File: src/rtl/rv_alu_arbiter_if.sv
// Bundle of every non-clock signal of rv_alu_arbiter: the requester side,
// the ALU side and the response port, plus a small debug view of the
// response state and the round-robin pointer.
interface rv_alu_arbiter_if #(
    parameter int DATA_WIDTH = 64,
    parameter int ADDR_WIDTH = 64,
    parameter int NUM_REQ    = 2
);
    localparam int ID_W = $clog2(NUM_REQ);

    // Requester side (packed: requester k at [k*W +: W])
    logic                           flush_i;
    logic [NUM_REQ-1:0]             req_valid_i;
    logic [NUM_REQ-1:0]             req_ready_o;
    logic [NUM_REQ*DATA_WIDTH-1:0]  req_opr_a_i;
    logic [NUM_REQ*DATA_WIDTH-1:0]  req_opr_b_i;
    logic [NUM_REQ*5-1:0]           req_op_sel_i;
    logic [NUM_REQ*ADDR_WIDTH-1:0]  req_pc_i;

    // ALU side
    logic [DATA_WIDTH-1:0]          alu_opr_a_o;
    logic [DATA_WIDTH-1:0]          alu_opr_b_o;
    logic [4:0]                     alu_op_sel_o;
    logic [ADDR_WIDTH-1:0]          alu_pc_o;
    logic [DATA_WIDTH-1:0]          alu_res_i;
    logic                           alu_zero_i;

    // Response port
    logic                           rsp_valid_o;
    logic                           rsp_ready_i;
    logic [ID_W-1:0]                rsp_id_o;
    logic [DATA_WIDTH-1:0]          rsp_res_o;
    logic                           rsp_zero_o;

    // Debug view: response register state (1 = FULL) and priority pointer
    logic                           dbg_rsp_full_o;
    logic [ID_W-1:0]                dbg_ptr_o;

    // Arbiter view
    modport slave (
        input  flush_i, req_valid_i, req_opr_a_i, req_opr_b_i, req_op_sel_i, req_pc_i,
        input  alu_res_i, alu_zero_i, rsp_ready_i,
        output req_ready_o, alu_opr_a_o, alu_opr_b_o, alu_op_sel_o, alu_pc_o,
        output rsp_valid_o, rsp_id_o, rsp_res_o, rsp_zero_o,
        output dbg_rsp_full_o, dbg_ptr_o
    );

    // Core / ALU / consumer view
    modport master (
        output flush_i, req_valid_i, req_opr_a_i, req_opr_b_i, req_op_sel_i, req_pc_i,
        output alu_res_i, alu_zero_i, rsp_ready_i,
        input  req_ready_o, alu_opr_a_o, alu_opr_b_o, alu_op_sel_o, alu_pc_o,
        input  rsp_valid_o, rsp_id_o, rsp_res_o, rsp_zero_o,
        input  dbg_rsp_full_o, dbg_ptr_o
    );
endinterface

File: src/rtl/rv_alu_arbiter.sv
// rv_alu_arbiter: round-robin sharing of one combinational rv_alu between
// NUM_REQ requesters. The winner's operands drive the ALU; the ALU result is
// captured in a single-entry response register tagged with the winner's ID.
//
// Handshake semantics (all ports): a transfer happens on a rising clk edge
// where valid and ready are both 1. A requester keeps valid high with a
// stable payload until it sees ready; ready may depend combinationally on
// valid. The response register presents rsp_valid_o and holds its data until
// rsp_ready_i is seen high at an edge; flush_i discards it instead.
module rv_alu_arbiter #(
    parameter int DATA_WIDTH = 64,
    parameter int ADDR_WIDTH = 64,
    parameter int NUM_REQ    = 2
) (
    input  logic               clk,
    input  logic               reset,
    rv_alu_arbiter_if.slave    bus
);
    localparam int ID_W = $clog2(NUM_REQ);

    typedef enum logic {
        RSP_EMPTY = 1'b0,
        RSP_FULL  = 1'b1
    } rsp_state_e;

    rsp_state_e            state_q, state_d;
    logic [ID_W-1:0]       ptr_q, ptr_d;
    logic [ID_W-1:0]       rsp_id_q, rsp_id_d;
    logic [DATA_WIDTH-1:0] rsp_res_q, rsp_res_d;
    logic                  rsp_zero_q, rsp_zero_d;

    logic                  have_winner;
    logic [ID_W-1:0]       winner;
    logic                  can_accept;
    logic                  accept;

    // Round-robin search starting at ptr_q, wrapping at NUM_REQ-1.
    always_comb begin
        logic [ID_W-1:0] idx;
        have_winner = 1'b0;
        winner      = '0;
        idx         = ptr_q;
        for (int i = 0; i < NUM_REQ; i++) begin
            if (!have_winner && bus.req_valid_i[idx]) begin
                have_winner = 1'b1;
                winner      = idx;
            end
            idx = (idx == ID_W'(NUM_REQ - 1)) ? '0 : idx + ID_W'(1);
        end
    end

    // Accept when the register is free or drains this cycle; never during
    // flush or reset.
    always_comb begin
        can_accept = !reset && !bus.flush_i &&
                     ((state_q == RSP_EMPTY) || bus.rsp_ready_i);
        accept     = have_winner && can_accept;
    end

    // One-hot ready towards the winner only.
    always_comb begin
        bus.req_ready_o = '0;
        if (have_winner) begin
            bus.req_ready_o[winner] = can_accept;
        end
    end

    // ALU operand mux: the winner's fields even under backpressure so the
    // ALU inputs stay stable; all zero (ADD 0+0) when nobody is requesting.
    always_comb begin
        bus.alu_opr_a_o  = '0;
        bus.alu_opr_b_o  = '0;
        bus.alu_op_sel_o = '0;
        bus.alu_pc_o     = '0;
        if (have_winner) begin
            bus.alu_opr_a_o  = bus.req_opr_a_i[int'(winner)*DATA_WIDTH +: DATA_WIDTH];
            bus.alu_opr_b_o  = bus.req_opr_b_i[int'(winner)*DATA_WIDTH +: DATA_WIDTH];
            bus.alu_op_sel_o = bus.req_op_sel_i[int'(winner)*5 +: 5];
            bus.alu_pc_o     = bus.req_pc_i[int'(winner)*ADDR_WIDTH +: ADDR_WIDTH];
        end
    end

    // Next state of the response register, data fields and pointer.
    always_comb begin
        state_d    = state_q;
        ptr_d      = ptr_q;
        rsp_id_d   = rsp_id_q;
        rsp_res_d  = rsp_res_q;
        rsp_zero_d = rsp_zero_q;
        if (bus.flush_i) begin
            // Flush wins over a simultaneous drain; pointer and data hold.
            state_d = RSP_EMPTY;
        end else if (accept) begin
            // Covers both fill-from-empty and same-cycle drain+refill.
            state_d    = RSP_FULL;
            rsp_id_d   = winner;
            rsp_res_d  = bus.alu_res_i;
            rsp_zero_d = bus.alu_zero_i;
            ptr_d      = (winner == ID_W'(NUM_REQ - 1)) ? '0 : winner + ID_W'(1);
        end else if ((state_q == RSP_FULL) && bus.rsp_ready_i) begin
            state_d = RSP_EMPTY;
        end
    end

    // State register with asynchronous clear.
    always_ff @(posedge clk or posedge reset) begin
        if (reset) begin
            state_q    <= RSP_EMPTY;
            ptr_q      <= '0;
            rsp_id_q   <= '0;
            rsp_res_q  <= '0;
            rsp_zero_q <= 1'b0;
        end else begin
            state_q    <= state_d;
            ptr_q      <= ptr_d;
            rsp_id_q   <= rsp_id_d;
            rsp_res_q  <= rsp_res_d;
            rsp_zero_q <= rsp_zero_d;
        end
    end

    // Response and debug outputs come straight from flops.
    always_comb begin
        bus.rsp_valid_o    = (state_q == RSP_FULL);
        bus.rsp_id_o       = rsp_id_q;
        bus.rsp_res_o      = rsp_res_q;
        bus.rsp_zero_o     = rsp_zero_q;
        bus.dbg_rsp_full_o = (state_q == RSP_FULL);
        bus.dbg_ptr_o      = ptr_q;
    end

    // Requester obligations and ready encoding.
    a_ready_onehot: assert property (@(posedge clk) $onehot0(bus.req_ready_o));

    for (genvar k = 0; k < NUM_REQ; k++) begin : g_req_rules
        a_valid_held: assert property (@(posedge clk) disable iff (reset)
            (bus.req_valid_i[k] && !bus.req_ready_o[k]) |=> bus.req_valid_i[k]);
        a_payload_stable: assert property (@(posedge clk) disable iff (reset)
            (bus.req_valid_i[k] && !bus.req_ready_o[k]) |=>
                ($stable(bus.req_opr_a_i[k*DATA_WIDTH +: DATA_WIDTH]) &&
                 $stable(bus.req_opr_b_i[k*DATA_WIDTH +: DATA_WIDTH]) &&
                 $stable(bus.req_op_sel_i[k*5 +: 5]) &&
                 $stable(bus.req_pc_i[k*ADDR_WIDTH +: ADDR_WIDTH])));
    end
endmodule

File: src/flat_wrapper.sv
// flat-port wrapper written by rule: the top's interface ports become plain ports
module rv_alu_arbiter_flat 
#(
    parameter int DATA_WIDTH = 64,
    parameter int ADDR_WIDTH = 64,
    parameter int NUM_REQ    = 2
)
  (clk, reset, bus_flush_i, bus_req_valid_i, bus_req_opr_a_i, bus_req_opr_b_i, bus_req_op_sel_i, bus_req_pc_i, bus_alu_res_i, bus_alu_zero_i, bus_rsp_ready_i, bus_req_ready_o, bus_alu_opr_a_o, bus_alu_opr_b_o, bus_alu_op_sel_o, bus_alu_pc_o, bus_rsp_valid_o, bus_rsp_id_o, bus_rsp_res_o, bus_rsp_zero_o, bus_dbg_rsp_full_o, bus_dbg_ptr_o);
  rv_alu_arbiter_if #(.DATA_WIDTH(DATA_WIDTH), .ADDR_WIDTH(ADDR_WIDTH), .NUM_REQ(NUM_REQ)) bus_i ();
  input  logic clk;
  input  logic reset;
  input wire logic [$bits(bus_i.flush_i)-1:0] bus_flush_i;
  input wire logic [$bits(bus_i.req_valid_i)-1:0] bus_req_valid_i;
  input wire logic [$bits(bus_i.req_opr_a_i)-1:0] bus_req_opr_a_i;
  input wire logic [$bits(bus_i.req_opr_b_i)-1:0] bus_req_opr_b_i;
  input wire logic [$bits(bus_i.req_op_sel_i)-1:0] bus_req_op_sel_i;
  input wire logic [$bits(bus_i.req_pc_i)-1:0] bus_req_pc_i;
  input wire logic [$bits(bus_i.alu_res_i)-1:0] bus_alu_res_i;
  input wire logic [$bits(bus_i.alu_zero_i)-1:0] bus_alu_zero_i;
  input wire logic [$bits(bus_i.rsp_ready_i)-1:0] bus_rsp_ready_i;
  output wire logic [$bits(bus_i.req_ready_o)-1:0] bus_req_ready_o;
  output wire logic [$bits(bus_i.alu_opr_a_o)-1:0] bus_alu_opr_a_o;
  output wire logic [$bits(bus_i.alu_opr_b_o)-1:0] bus_alu_opr_b_o;
  output wire logic [$bits(bus_i.alu_op_sel_o)-1:0] bus_alu_op_sel_o;
  output wire logic [$bits(bus_i.alu_pc_o)-1:0] bus_alu_pc_o;
  output wire logic [$bits(bus_i.rsp_valid_o)-1:0] bus_rsp_valid_o;
  output wire logic [$bits(bus_i.rsp_id_o)-1:0] bus_rsp_id_o;
  output wire logic [$bits(bus_i.rsp_res_o)-1:0] bus_rsp_res_o;
  output wire logic [$bits(bus_i.rsp_zero_o)-1:0] bus_rsp_zero_o;
  output wire logic [$bits(bus_i.dbg_rsp_full_o)-1:0] bus_dbg_rsp_full_o;
  output wire logic [$bits(bus_i.dbg_ptr_o)-1:0] bus_dbg_ptr_o;
  assign bus_i.flush_i = bus_flush_i;
  assign bus_i.req_valid_i = bus_req_valid_i;
  assign bus_i.req_opr_a_i = bus_req_opr_a_i;
  assign bus_i.req_opr_b_i = bus_req_opr_b_i;
  assign bus_i.req_op_sel_i = bus_req_op_sel_i;
  assign bus_i.req_pc_i = bus_req_pc_i;
  assign bus_i.alu_res_i = bus_alu_res_i;
  assign bus_i.alu_zero_i = bus_alu_zero_i;
  assign bus_i.rsp_ready_i = bus_rsp_ready_i;
  assign bus_req_ready_o = bus_i.req_ready_o;
  assign bus_alu_opr_a_o = bus_i.alu_opr_a_o;
  assign bus_alu_opr_b_o = bus_i.alu_opr_b_o;
  assign bus_alu_op_sel_o = bus_i.alu_op_sel_o;
  assign bus_alu_pc_o = bus_i.alu_pc_o;
  assign bus_rsp_valid_o = bus_i.rsp_valid_o;
  assign bus_rsp_id_o = bus_i.rsp_id_o;
  assign bus_rsp_res_o = bus_i.rsp_res_o;
  assign bus_rsp_zero_o = bus_i.rsp_zero_o;
  assign bus_dbg_rsp_full_o = bus_i.dbg_rsp_full_o;
  assign bus_dbg_ptr_o = bus_i.dbg_ptr_o;
  rv_alu_arbiter #(.DATA_WIDTH(DATA_WIDTH), .ADDR_WIDTH(ADDR_WIDTH), .NUM_REQ(NUM_REQ)) u_core (.clk(clk), .reset(reset), .bus(bus_i));
endmodule
File: config.mk
export PLATFORM = sky130hd
export DESIGN_NAME = rv_alu_arbiter_flat
export DESIGN_NICKNAME = d
export VERILOG_FILES = /design/src/rtl/rv_alu_arbiter_if.sv /design/src/rtl/rv_alu_arbiter.sv /design/src/flat_wrapper.sv
export SDC_FILE = /design/constraint.sdc
export NUM_CORES = 1
export LEC_CHECK = 0
export BUFFER_PORTS_ARGS = -buffer_cell sky130_fd_sc_hd__buf_2
export CAP_MARGIN = 20
export CORE_AREA = 4 4 286 288
export DETAILED_ROUTE_END_ITERATION = 16
export DIE_AREA = 0 0 290 292
export GPL_TIMING_DRIVEN = 0
export PLACE_DENSITY = 0.35
export SLEW_MARGIN = 20
export SYNTH_ARGS = -nofsm -noshare
export SYNTH_HDL_FRONTEND = slang
export SYNTH_SLANG_ARGS = --single-unit
File: constraint.sdc
create_clock -name clk -period 5.5 [get_ports clk]
set_input_delay 0.55 -clock clk [delete_from_list [all_inputs] [get_ports clk]]
set_output_delay 0.55 -clock clk [all_outputs]
set_load 0.01 [all_outputs]
-- Word-level counts from Yosys, hierarchy flattened
Index checks and enable logic that the tools add are counted.
- input port bits: 465
- output and inout bits: 268
- register bits after elaboration: 68
- add/subtract/negate cells: 2
- shifts and indexed selects: 4
- order comparisons: 4
- multiply operators: 1
- muxes and demuxes: 20
- reductions and logical operators: 12
- bitwise logic cells: 3
- operators by type and width (cell ; count):
    $shiftx A128 B8 Y64 ; 3
    $mux W64 ; 3
    $shiftx A10 B32 Y5 ; 1
    $mux W1 ; 14
    $logic_and A1 B1 Y1 ; 6
    $lt A1 B2 Y1 const B ; 3
    $mux W5 ; 1
    $mul A1 B3 Y4 const B ; 1
    $logic_not A1 Y1 ; 3
    $reduce_bool A3 Y1 ; 1
    $add A1 B1 Y1 const B ; 2
    $and A2 B2 Y2 ; 1
    $mux W2 ; 1
    $not A1 Y1 ; 2
    $reduce_and A2 Y1 ; 1
    $demux W1 S1 ; 1
    $ge A1 B1 Y1 const B ; 1
    $logic_or A1 B1 Y1 ; 1

-- Depth between registers and ports, before layout
Gate-level depths: netlist of run 1.
- depth after elaboration: 12
- mapped depth: 6
- gate-level depth less buffers: 3

-- Worst setup path after synthesis of run 1
OpenSTA, ideal clock, no wires.
- path type: in2out
- start: input port bus_req_valid_i[0]
- end: output port bus_alu_op_sel_o[0]
- stages on the path: 6
- data arrival time: 1680 ps
- setup slack: 3270 ps
- buffers on the path: 3
- required time: 4950 ps
- cell sequence: buf_4 inv_1 o21ai_1 clkbuf_1 buf_2 mux2i_1
- longest elaborated chain between the ends: 9
- elaborated cells between the ends (all ways): 13
- those cells by class: 1 x mul; 1 x shift; 9 x mux; 2 x reduce/logical
- RTL lines (element ; line ; text):
    start, declared ; flat_wrapper.sv:13 ; input wire logic [$bits(bus_i.req_valid_i)-1:0] bus_req_valid_i;
    $mux W1 (implied by the code) (2 in series) ; rv_alu_arbiter.sv:44 ; if (!have_winner && bus.req_valid_i[idx]) begin
    $mux W1 ; rv_alu_arbiter.sv:44 ;
    $logic_not A1 Y1 ; rv_alu_arbiter.sv:44 ;
    $logic_and A1 B1 Y1 ; rv_alu_arbiter.sv:44 ;
    $mux W1 ; rv_alu_arbiter.sv:44 ;
    $mul A1 B3 Y4 ; rv_alu_arbiter.sv:78 ; bus.alu_op_sel_o = bus.req_op_sel_i[int'(winner)*5 +: 5];
    $shiftx A10 B32 Y5 ; rv_alu_arbiter.sv:78 ;
    $mux W5 * ; rv_alu_arbiter.sv:75 ; if (have_winner) begin
    end, declared ; flat_wrapper.sv:24 ; output wire logic [$bits(bus_i.alu_op_sel_o)-1:0] bus_alu_op_sel_o;
Mark *: on every way between the ends. The rest lies on a longest branch, timed or not. The select of a mux whose other input is x is not followed.

-- Final worst setup path of run 1
- start: input port bus_req_valid_i[0]
- end: output port bus_alu_pc_o[55]
- longest elaborated chain between the ends: 8
- elaborated cells between the ends (all ways): 12
- those cells by class: 1 x shift; 9 x mux; 2 x reduce/logical
- RTL lines (element ; line ; text):
    $mux W1 (implied by the code) (2 in series) ; rv_alu_arbiter.sv:44 ;
    $mux W1 ; rv_alu_arbiter.sv:44 ;
    $logic_not A1 Y1 ; rv_alu_arbiter.sv:44 ;
    $logic_and A1 B1 Y1 ; rv_alu_arbiter.sv:44 ;
    $mux W1 ; rv_alu_arbiter.sv:44 ;
    $shiftx A128 B8 Y64 ; rv_alu_arbiter.sv:79 ; bus.alu_pc_o = bus.req_pc_i[int'(winner)*ADDR_WIDTH +: ADDR_WIDTH];
    $mux W64 * ; rv_alu_arbiter.sv:75 ;
    end, declared ; flat_wrapper.sv:25 ; output wire logic [$bits(bus_i.alu_pc_o)-1:0] bus_alu_pc_o;
Marks and branches as above.

==> results by group, run 1 <==
Outcome
  • Outcome: finished clean

Die
  • Die width: 290 µm
  • Chip height: 292 µm
  • Core area: 78900 µm²
  • Initial Util: 0.0794
  • IO Pins: 733
  • DIE AREA: 84700 µm²
  • Rows: 103

Routing
  • DR pass1 iterations: 4
  • Via count: 7834
  • Avg Vias per Cell: 3.02
  • Detailed Route WL: 42.3 mm
  • Final antenna-violating net count: 0
  • Initial DRC count: 212
  • Avg WL per Cell: 16.3 µm
  • DRC: 0

Logic synthesis
  • Count leader, synth: inv_1
  • Simple-Gate Fraction of Synth Area: 0.124
  • Library cells used by synthesis: 18
  • Post-Synth XOR/XNOR Area: 0
  • Adder-cell share of the synthesized area: 0
  • Synth top area cells: mux2i_1 (32%), dfrtp_1 (27%), inv_1 (12%), nand2_1 (12%), mux2_2 (11%)
  • Main synth FF type: dfrtp_1
  • Avg Inst Size Synth: 7.94 µm²
  • EDFF count, synth: 0
  • Ys async rst share: 1.00
  • Area share of the largest cell type after synthesis: 0.316
  • FF+latch count, synth: 68
  • Area leader, netlist: mux2i_1
  • Syn Inst Count: 789
  • Post-synthesis compound-gate area fraction: 0.00360
  • Syn Nets: 1254
  • Post-synthesis mux area share: 0.435
  • Commonest cells in the netlist: inv_1 (201), mux2i_1 (198), nand2_1 (197)
  • Post-Syn Area: 6260 µm²
  • Largest family of logic cells by synthesized area: multiplexers
  • Post-synthesis sequential area ratio: 0.272
  • Synthesis Warnings: 0

Place
  • Port bufs: 731
  • Placer Congestion: 0.809
  • Dpl hpwl: 38.1 mm
  • Placed cells: 2571

CTS
  • Max clock buf depth: 2
  • Clock Pin Slew Worst Setup and Hold Paths: 0.06 ns
  • Skew-Pair Late Insertion Delay: 0.33 ns
  • PostCTS Resize Cnt: 0
  • Clk Tree Root Cell: clkbuf_16
  • Postcts setup bufs: 0
  • Num CTS Buffers: 9
  • CTS Sinks: 68
  • Hold buffer count at CTS: 0
  • H-tree Lvls: 3
  • TritonCTS clock tree: yes

STA
  • Worst rel slew slack: 0.443
  • Final setup vio count: 0
  • RSZ-0062 raised after global routing: no
  • Fmax: 280 MHz
  • Period utilization: 0.650
  • Hold Vio Cnt, Final: 0
  • Slew Viols, Final: 0
  • Min cycle time layout: 3.58 ns
  • TNS Setup: 0 ns
  • Hold WS: 0.217 ns
  • Worst-margin pin slew: 0.835 ns
  • Post-route clock skew: 0.00560 ns

Worst setup path
  • Worst-path fanout max: 10
  • CP peak stage delay: 0.52 ns
  • Setup crit start kind: input pin
  • Worst path required time: 4.95 ns
  • Crit-path slowest cell: clkbuf_1
  • CP Cell Sequence: buf_4, inv_1, o21ai_1, clkbuf_1, buf_2, mux2i_1, buf_2
  • Setup crit end kind: output pin
  • WP data arrival: 3.03 ns
  • Critical Path Most Common Cell: buf_2
  • Setup CP Type: input pin to output pin

Cells and area
  • Layout cell share with drive strength beyond 1: 0.546
  • Fin cells: 2594
  • Final core occ: 0.147
  • # fillers: 9269
  • Area growth, synth to finish: 84.9%
  • Nets: 1997

GRT
  • First-pass GRT wire length: 58.5 mm
  • Largest net degree at the start of global routing: 47
  • Initial antenna violation count: 13
  • Vias in the first global route: 8377
  • Overall routing resource usage: 0.0932
  • Gr ovfl total: 0

Power and ir drop
  • Worst VDD drop: 125 µV
  • Pleak: 7.25 nW
  • Power Density: 203 nW/µm²

Run
  • Max-Cap Viols: 0

Min path
  • HP Class: input pin to asynchronous set/reset pin
-- routing by layer --
| layer | vias up | GRT usage | share of wire |
|---|---|---|---|
| met4 | 0 | 0.0249 | 0.016 |
| met1 | 3460 | 0.0994 | 0.37 |
| met2 | 431 | 0.179 | 0.54 |
| li1 | 3908 | - | - |
| met5 | - | 0 | 0 |
| met3 | 35 | 0.0263 | 0.073 |
-- path summary, 6_finish.rpt --
kind / from / to / slack [ns] / depth (start not counted)
min: reset / u_core.bus.rsp_res_o[62] / 0.22 / 2
max in group asynchronous: reset / u_core.bus.rsp_res_o[13] / 4.75 / 3
min reg2reg: u_core.bus.rsp_res_o[40] / u_core.bus.rsp_res_o[40] / 0.49 / 1
max reg2reg: u_core.bus.dbg_ptr_o / u_core.bus.rsp_id_o / 3.43 / 4
min in group clk: bus_alu_res_i[39] / u_core.bus.rsp_res_o[39] / 0.44 / 2
max: bus_req_valid_i[0] / bus_alu_pc_o[55] / 1.92 / 7
-- placed cells by master (no fill, tap or decap), types with 2 or more instances in the layout --
cell type	netlist	final
buf_6	7	7
mux2_1	7	7
buf_1	3	3
buf_2	21	752
diode_2	0	8
mux2i_1	198	198
buf_4	2	2
mux2_2	59	59
nand2_1	197	197
inv_1	201	200
clkbuf_16	0	9
dfrtp_1	68	68
clkbuf_1	19	19
clkinv_2	0	3
-- critical path, delay by kind of cell --
family	cells	cell delay, ns
multiplexers	1	0.52
AO/OA/AOI/OAI	1	0.42
buffers and inverters	5	1.49
-- registers in the layout, summed over array words and instances, names as in the netlist --
| signal | count |
|---|---|
| u_core.bus.dbg_ptr_o | 1 |
| u_core.bus.dbg_rsp_full_o | 1 |
| u_core.bus.rsp_id_o | 1 |
| u_core.bus.rsp_res_o | 64 |
| u_core.bus.rsp_zero_o | 1 |
-- where the power goes --
part,switching [mW],internal [mW],leakage [nW]
Combinational,0.604,0.520,6.30
Sequential,0.0451,0.601,0.802
Clock,0.219,0.358,0.144
Total,0.868,1.48,7.25
-- metrics by stage --
step	setup slack, ns	power, mW	instance area (µm²)
6_report	1.92	2.35	11600
5_1_grt	1.46	2.51	11600
4_1_cts	1.52	2.40	11600
3_5_place_dp	1.53	1.81	11300
3_3_place_gp	1.55	1.81	11200
2_1_floorplan	3.24	1.21	6260
-- logic make-up after synthesis --
kind of cell           Yosys count
multiplexers                   264
AO/OA/AOI/OAI                    3
AND/OR/NAND/NOR                201
flip-flops                      68
buffers and inverters          253
-- cell type report --
| cell class | instances | area, µm² | share of cell area |
|---|---|---|---|
| flip-flops and latches | 68 | 1700 | 0.147 |
| diodes | 8 | 20.0 | 0.00173 |
| inverters | 201 | 757 | 0.0654 |
| well taps | 1050 | 1310 | 0.113 |
| clock inverters | 5 | 52.6 | 0.00454 |
| repair buffers | 732 | 3690 | 0.318 |
| plain buffers | 52 | 282 | 0.0243 |
| multi-input cells | 468 | 3520 | 0.304 |
| clock buffers | 10 | 239 | 0.0206 |
Power figures use the tool's default switching activity.
==> inputs of run 2 (changes only) <==
- PLACE_DENSITY: 0.35 -> 0.36
- clock period: 5.5 -> 2.95 ns (I/O delays scaled with it)
==> results by group, run 2 (same netlist as run 1, synthesis figures left out) <==
Power and ir drop
  • Internal power: 2.66 mW
  • Reg power frac: 0.279
  • Pleak: 7.24 nW
  • Clock power frac: 0.224
  • P_sw: 1.67 mW
  • Power Density: 373 nW/µm²
  • Worst VDD drop: 234 µV
  • Total power: 4.32 mW
  • Combinational power share: 0.498
  • Sw Ratio: 0.385

STA
  • Worst-margin pin slew: 0.866 ns
  • Post-route clock skew: 0.0140 ns
  • RSZ-0062 raised after global routing: no
  • Final WS setup: 0.125 ns
  • Min cycle time layout: 2.83 ns
  • Slew Viols, Final: 0
  • Fmax: 354 MHz
  • Hold WS: 0.174 ns
  • Final setup vio count: 0
  • TNS Setup: 0 ns
  • Hold Vio Cnt, Final: 0
  • Worst rel slew slack: 0.423
  • Period utilization: 0.958

Die
  • Initial Util: 0.0794
  • Core area: 78900 µm²
  • Chip height: 292 µm
  • IO Pins: 733
  • Rows: 103
  • Die width: 290 µm
  • DIE AREA: 84700 µm²

Run
  • Max-Cap Viols: 0

GRT
  • Vias in the first global route: 8605
  • Largest net degree at the start of global routing: 52
  • Initial antenna violation count: 10
  • First-pass GRT wire length: 59.8 mm
  • Gr ovfl total: 0
  • Overall routing resource usage: 0.0960

Cells and area
  • # fillers: 9312
  • Nets: 1998
  • Max FFs per register: 64
  • Commonest non-fill, non-tap cell in the layout: buf_2
  • Most frequent cells in the layout: buf_2 (747), inv_1 (200), nand2_1 (197), mux2i_1 (191), dfrtp_1 (68)
  • Area growth, synth to finish: 85.0%
  • Layout cell share with drive strength beyond 1: 0.553
  • Sequential cell area: 1700 µm²
  • Post-route cell area: 11600 µm²
  • Area of the multi-input gates: 3550 µm²

Routing
  • DRC: 0
  • Avg Vias per Cell: 3.05
  • DR pass1 iterations: 4
  • Detailed Route WL: 43.4 mm
  • Via count: 7901
  • Final antenna-violating net count: 0
  • Avg WL per Cell: 16.8 µm
  • Initial DRC count: 196

CTS
  • Clk Tree Root Cell: clkbuf_16
  • Num CTS Buffers: 9
  • TritonCTS clock tree: yes
  • H-tree Lvls: 3
  • Clock Pin Slew Worst Setup and Hold Paths: 0.06 ns
  • Skew-Pair Late Insertion Delay: 0.34 ns
  • CTS Sinks: 68
  • Max clock buf depth: 2
  • Postcts setup bufs: 0

Worst setup path
  • WP data arrival: 2.53 ns
  • Setup CP Type: flip-flop to output pin
  • Setup crit end kind: output pin
  • Reg2reg start: u_core.bus.dbg_rsp_full_o
  • Worst path required time: 2.65 ns
  • Worst-path fanout max: 10
  • FF-to-FF setup slack: 1.01 ns
  • Setup crit start kind: flip-flop
  • Worst reg2reg endpoint: u_core.bus.rsp_res_o[40]
  • End of the critical path: bus_alu_opr_a_o[12]
  • Worst setup path start: u_core.bus.dbg_ptr_o
  • Reg2reg path depth: 4

Place
  • Dpl hpwl: 38.8 mm
  • Port bufs: 731
  • Area after DPL: 11300 µm²
  • Pre-CTS WS: -0.648 ns
  • Placer Congestion: 0.857

Min path
  • HP Class: input pin to flip-flop

Outcome
  • Outcome: finished clean
==> run 2: cell count changes in the layout (fill, tap and decap cells not counted), sizes merged <==
cell	before	now
diode	8	1
clkinv	3	5
bufinv	1	0
clkbuf	29	28
dlygate4sd3	0	1
==> run 2: layout make-up <==
cell class	instances	area share
repair buffers	733	0.319
multi-input cells	468	0.307
flip-flops and latches	68	0.147
well taps	1050	0.113
inverters	201	0.0653
plain buffers	52	0.0260
clock buffers	9	0.0194
clock inverters	6	0.00281
diodes	1	0.000216
==> run 2: power groups by stage <==
| stage | sequential (mW) | combinational (mW) | clock (mW) |
|---|---|---|---|
| floorplan | 1.32 | 0.936 | 0 |
| global placement | 1.22 | 2.20 | 0 |
| detailed placement | 1.22 | 2.19 | 0 |
| CTS | 1.21 | 2.21 | 1.01 |
| global route | 1.23 | 2.34 | 1.05 |
| finish | 1.21 | 2.15 | 0.967 |
==> run 2: per-layer routing <==
layer  routed length [µm]  vias to the layer above  GRT usage  share of wire
li1                     -                     3896          -              -
met2                22400                      450      0.180           0.52
met1                15900                     3488      0.101           0.37
met5                   13                        -          0        0.00030
met4                 1650                        2     0.0324          0.038
met3                 3460                       65     0.0302          0.080
==> run 2: worst min-delay path by stage <==
stage	endpoint	cells after the start	startpoint	slack, ns
2_1_floorplan	u_core.bus.rsp_res_o[28]	1	bus_alu_res_i[28]	0.43
5_1_grt	u_core.bus.rsp_res_o[43]	2	bus_alu_res_i[43]	0.17
3_5_place_dp	u_core.bus.rsp_res_o[48]	2	reset	0.31
6_report	u_core.bus.rsp_res_o[39]	2	bus_alu_res_i[39]	0.17
3_3_place_gp	u_core.bus.rsp_res_o[43]	1	u_core.bus.rsp_res_o[43]	0.47
4_1_cts	u_core.bus.rsp_res_o[39]	2	bus_alu_res_i[39]	0.15
==> run 2: timing repair <==
item | CTS | global route
endpoints found under the hold margin | 17 | 0
setup endpoints to repair | 146 | 1
hold buffers | 1 | 0
resized for setup | 16 | 1
==> run 2: stage by stage <==
step           utilization  instances
4_1_cts              0.147       2587
5_1_grt              0.147       2588
3_3_place_gp         0.142       2570
3_5_place_dp         0.143       2571
6_report             0.147       2588
2_1_floorplan            -        789
==> run 2: worst max-delay path, cell delays in order, from the launching register on <==
cell     delay [ns]
dfrtp_1        0.41
o21ai_2        0.32
buf_4          0.36
buf_4          0.36
mux2i_1        0.50
buf_2          0.23
==> inputs of run 3 (changes only) <==
--- a/constraint.sdc
+++ b/constraint.sdc
@@ -3,2 +3,2 @@
 set_output_delay 0.295 -clock clk [all_outputs]
-set_load 0.01 [all_outputs]
+set_load 0.05 [all_outputs]
==> results by group, run 3 (same netlist as run 1, synthesis figures left out) <==
Outcome
  • Outcome: finished clean

Cells and area
  • Max FFs per register: 64
  • Fin cells: 2588
  • Area growth, synth to finish: 85.6%
  • Most frequent cells in the layout: buf_2 (744), inv_1 (200), nand2_1 (197), mux2i_1 (187), dfrtp_1 (68)
  • Nets: 1998
  • Layout cell share with drive strength beyond 1: 0.556
  • # fillers: 9307
  • Post-route cell area: 11600 µm²
  • Commonest non-fill, non-tap cell in the layout: buf_2

Place
  • Dpl hpwl: 38.8 mm
  • Placer Congestion: 0.857
  • Port bufs: 731
  • Pre-CTS WS: -0.781 ns
  • Area after DPL: 11300 µm²
  • Placed cells: 2571

Min path
  • WHS Path Cells: 2
  • Hold path start: bus_alu_res_i[39]
  • Hold Crit Endpoint: u_core.bus.rsp_res_o[39]
  • HP Class: input pin to flip-flop

GRT
  • Largest net degree at the start of global routing: 52
  • Initial antenna violation count: 10
  • Gr ovfl total: 0
  • First-pass GRT wire length: 59.7 mm
  • Vias in the first global route: 8591
  • Overall routing resource usage: 0.0959

Worst setup path
  • Worst reg2reg endpoint: u_core.bus.rsp_res_o[40]
  • WP data arrival: 2.54 ns
  • FF-to-FF setup slack: 1.01 ns
  • CP peak stage delay: 0.41 ns
  • Crit-path slowest cell: dfrtp_1
  • Worst path required time: 2.65 ns
  • Setup CP Type: flip-flop to output pin
  • Crit path depth: 5
  • Reg2reg start: u_core.bus.dbg_rsp_full_o
  • Setup crit end kind: output pin
  • Reg2reg path depth: 4
  • CP Cell Sequence: o21ai_2, clkbuf_4, buf_2, mux2i_2, buf_2
  • Setup crit start kind: flip-flop
  • Critical Path Most Common Cell: buf_2
  • Delay-heaviest family, CP: buffers and inverters
  • Worst-path fanout max: 10
  • Number of buffers and inverters on the critical path: 3

Routing
  • Final antenna-violating net count: 0
  • Detailed Route WL: 43.4 mm
  • Avg Vias per Cell: 3.05
  • Avg WL per Cell: 16.8 µm
  • DR pass1 iterations: 4
  • Via count: 7890
  • Initial DRC count: 200
  • DRC: 0

Power and ir drop
  • Worst VDD drop: 235 µV
  • Pleak: 7.23 nW
  • Power Density: 501 nW/µm²

STA
  • Slew Viols, Final: 0
  • Worst-margin pin slew: 0.872 ns
  • Min cycle time layout: 2.83 ns
  • Period utilization: 0.960
  • Worst rel slew slack: 0.419
  • Hold WS: 0.174 ns
  • TNS Setup: 0 ns
  • Final WS setup: 0.118 ns
  • Hold Vio Cnt, Final: 0
  • RSZ-0062 raised after global routing: yes
  • Fmax: 353 MHz
  • Post-route clock skew: 0.0138 ns
  • Final setup vio count: 0

CTS
  • Num CTS Buffers: 9
  • CTS Sinks: 68
  • Clk Tree Root Cell: clkbuf_16
  • Max clock buf depth: 2
  • TritonCTS clock tree: yes
  • H-tree Lvls: 3
  • Skew-Pair Late Insertion Delay: 0.34 ns
  • Clock Pin Slew Worst Setup and Hold Paths: 0.06 ns

Die
  • Rows: 103
  • DIE AREA: 84700 µm²
  • IO Pins: 733
  • Initial Util: 0.0794
  • Core area: 78900 µm²
  • Die width: 290 µm
  • Chip height: 292 µm

Run
  • Max-Cap Viols: 0
[run 3: cell counts in the layout (fill, tap and decap cells not counted)]
No cell type changed its count.
[run 3: layer usage]
| layer | GRT usage | wire (µm) | vias to the layer above |
|---|---|---|---|
| li1 | - | - | 3896 |
| met1 | 0.101 | 15800 | 3473 |
| met2 | 0.180 | 22500 | 456 |
| met3 | 0.0303 | 3500 | 63 |
| met4 | 0.0319 | 1570 | 2 |
| met5 | 0 | 13 | - |
[run 3: worst max path at each step]
stage / slack [ns] / from / to
global placement: -0.77 / bus_req_valid_i[0] / bus_alu_pc_o[23]
global route: -0.03 / u_core.bus.dbg_ptr_o / bus_alu_pc_o[31]
CTS: 0.004 / u_core.bus.dbg_ptr_o / bus_alu_opr_a_o[11]
finish: 0.12 / u_core.bus.dbg_ptr_o / bus_alu_opr_b_o[37]
floorplan: 0.46 / u_core.bus.dbg_ptr_o / bus_alu_op_sel_o[0]
detailed placement: -0.78 / bus_req_valid_i[0] / bus_alu_pc_o[23]
[run 3: area by class of cell]
class | instances | area (µm²) | share of cell area
repair buffers | 733 | 3700 | 0.318
multi-input cells | 468 | 3580 | 0.308
flip-flops and latches | 68 | 1700 | 0.146
well taps | 1050 | 1310 | 0.113
inverters | 201 | 757 | 0.0651
plain buffers | 52 | 313 | 0.0269
clock buffers | 9 | 225 | 0.0194
clock inverters | 6 | 32.5 | 0.00280
diodes | 1 | 2.50 | 0.000215
[run 3: per-stage QoR]
stage	power [mW]	util
after CTS	5.92	0.147
after global placement	4.90	0.142
final	5.82	0.147
after floorplan	3.74	-
after detailed placement	4.89	0.143
after global routing	6.12	0.147
[run 3: power by group]
part,internal [mW],total (mW),switching [mW]
clock,0.556,0.967,0.411
combinational,0.996,3.65,2.65
sequential,1.12,1.21,0.0860
total,2.67,5.82,3.15
[run 3: timing repair]
action | 4_1_cts | 5_1_grt
gates resized for setup | 24 | 2
buffers inserted | 0 | 0
hold buffers | 1 | 0
endpoints found under the setup margin | 194 | 10
endpoints found under the hold margin | 17 | 0
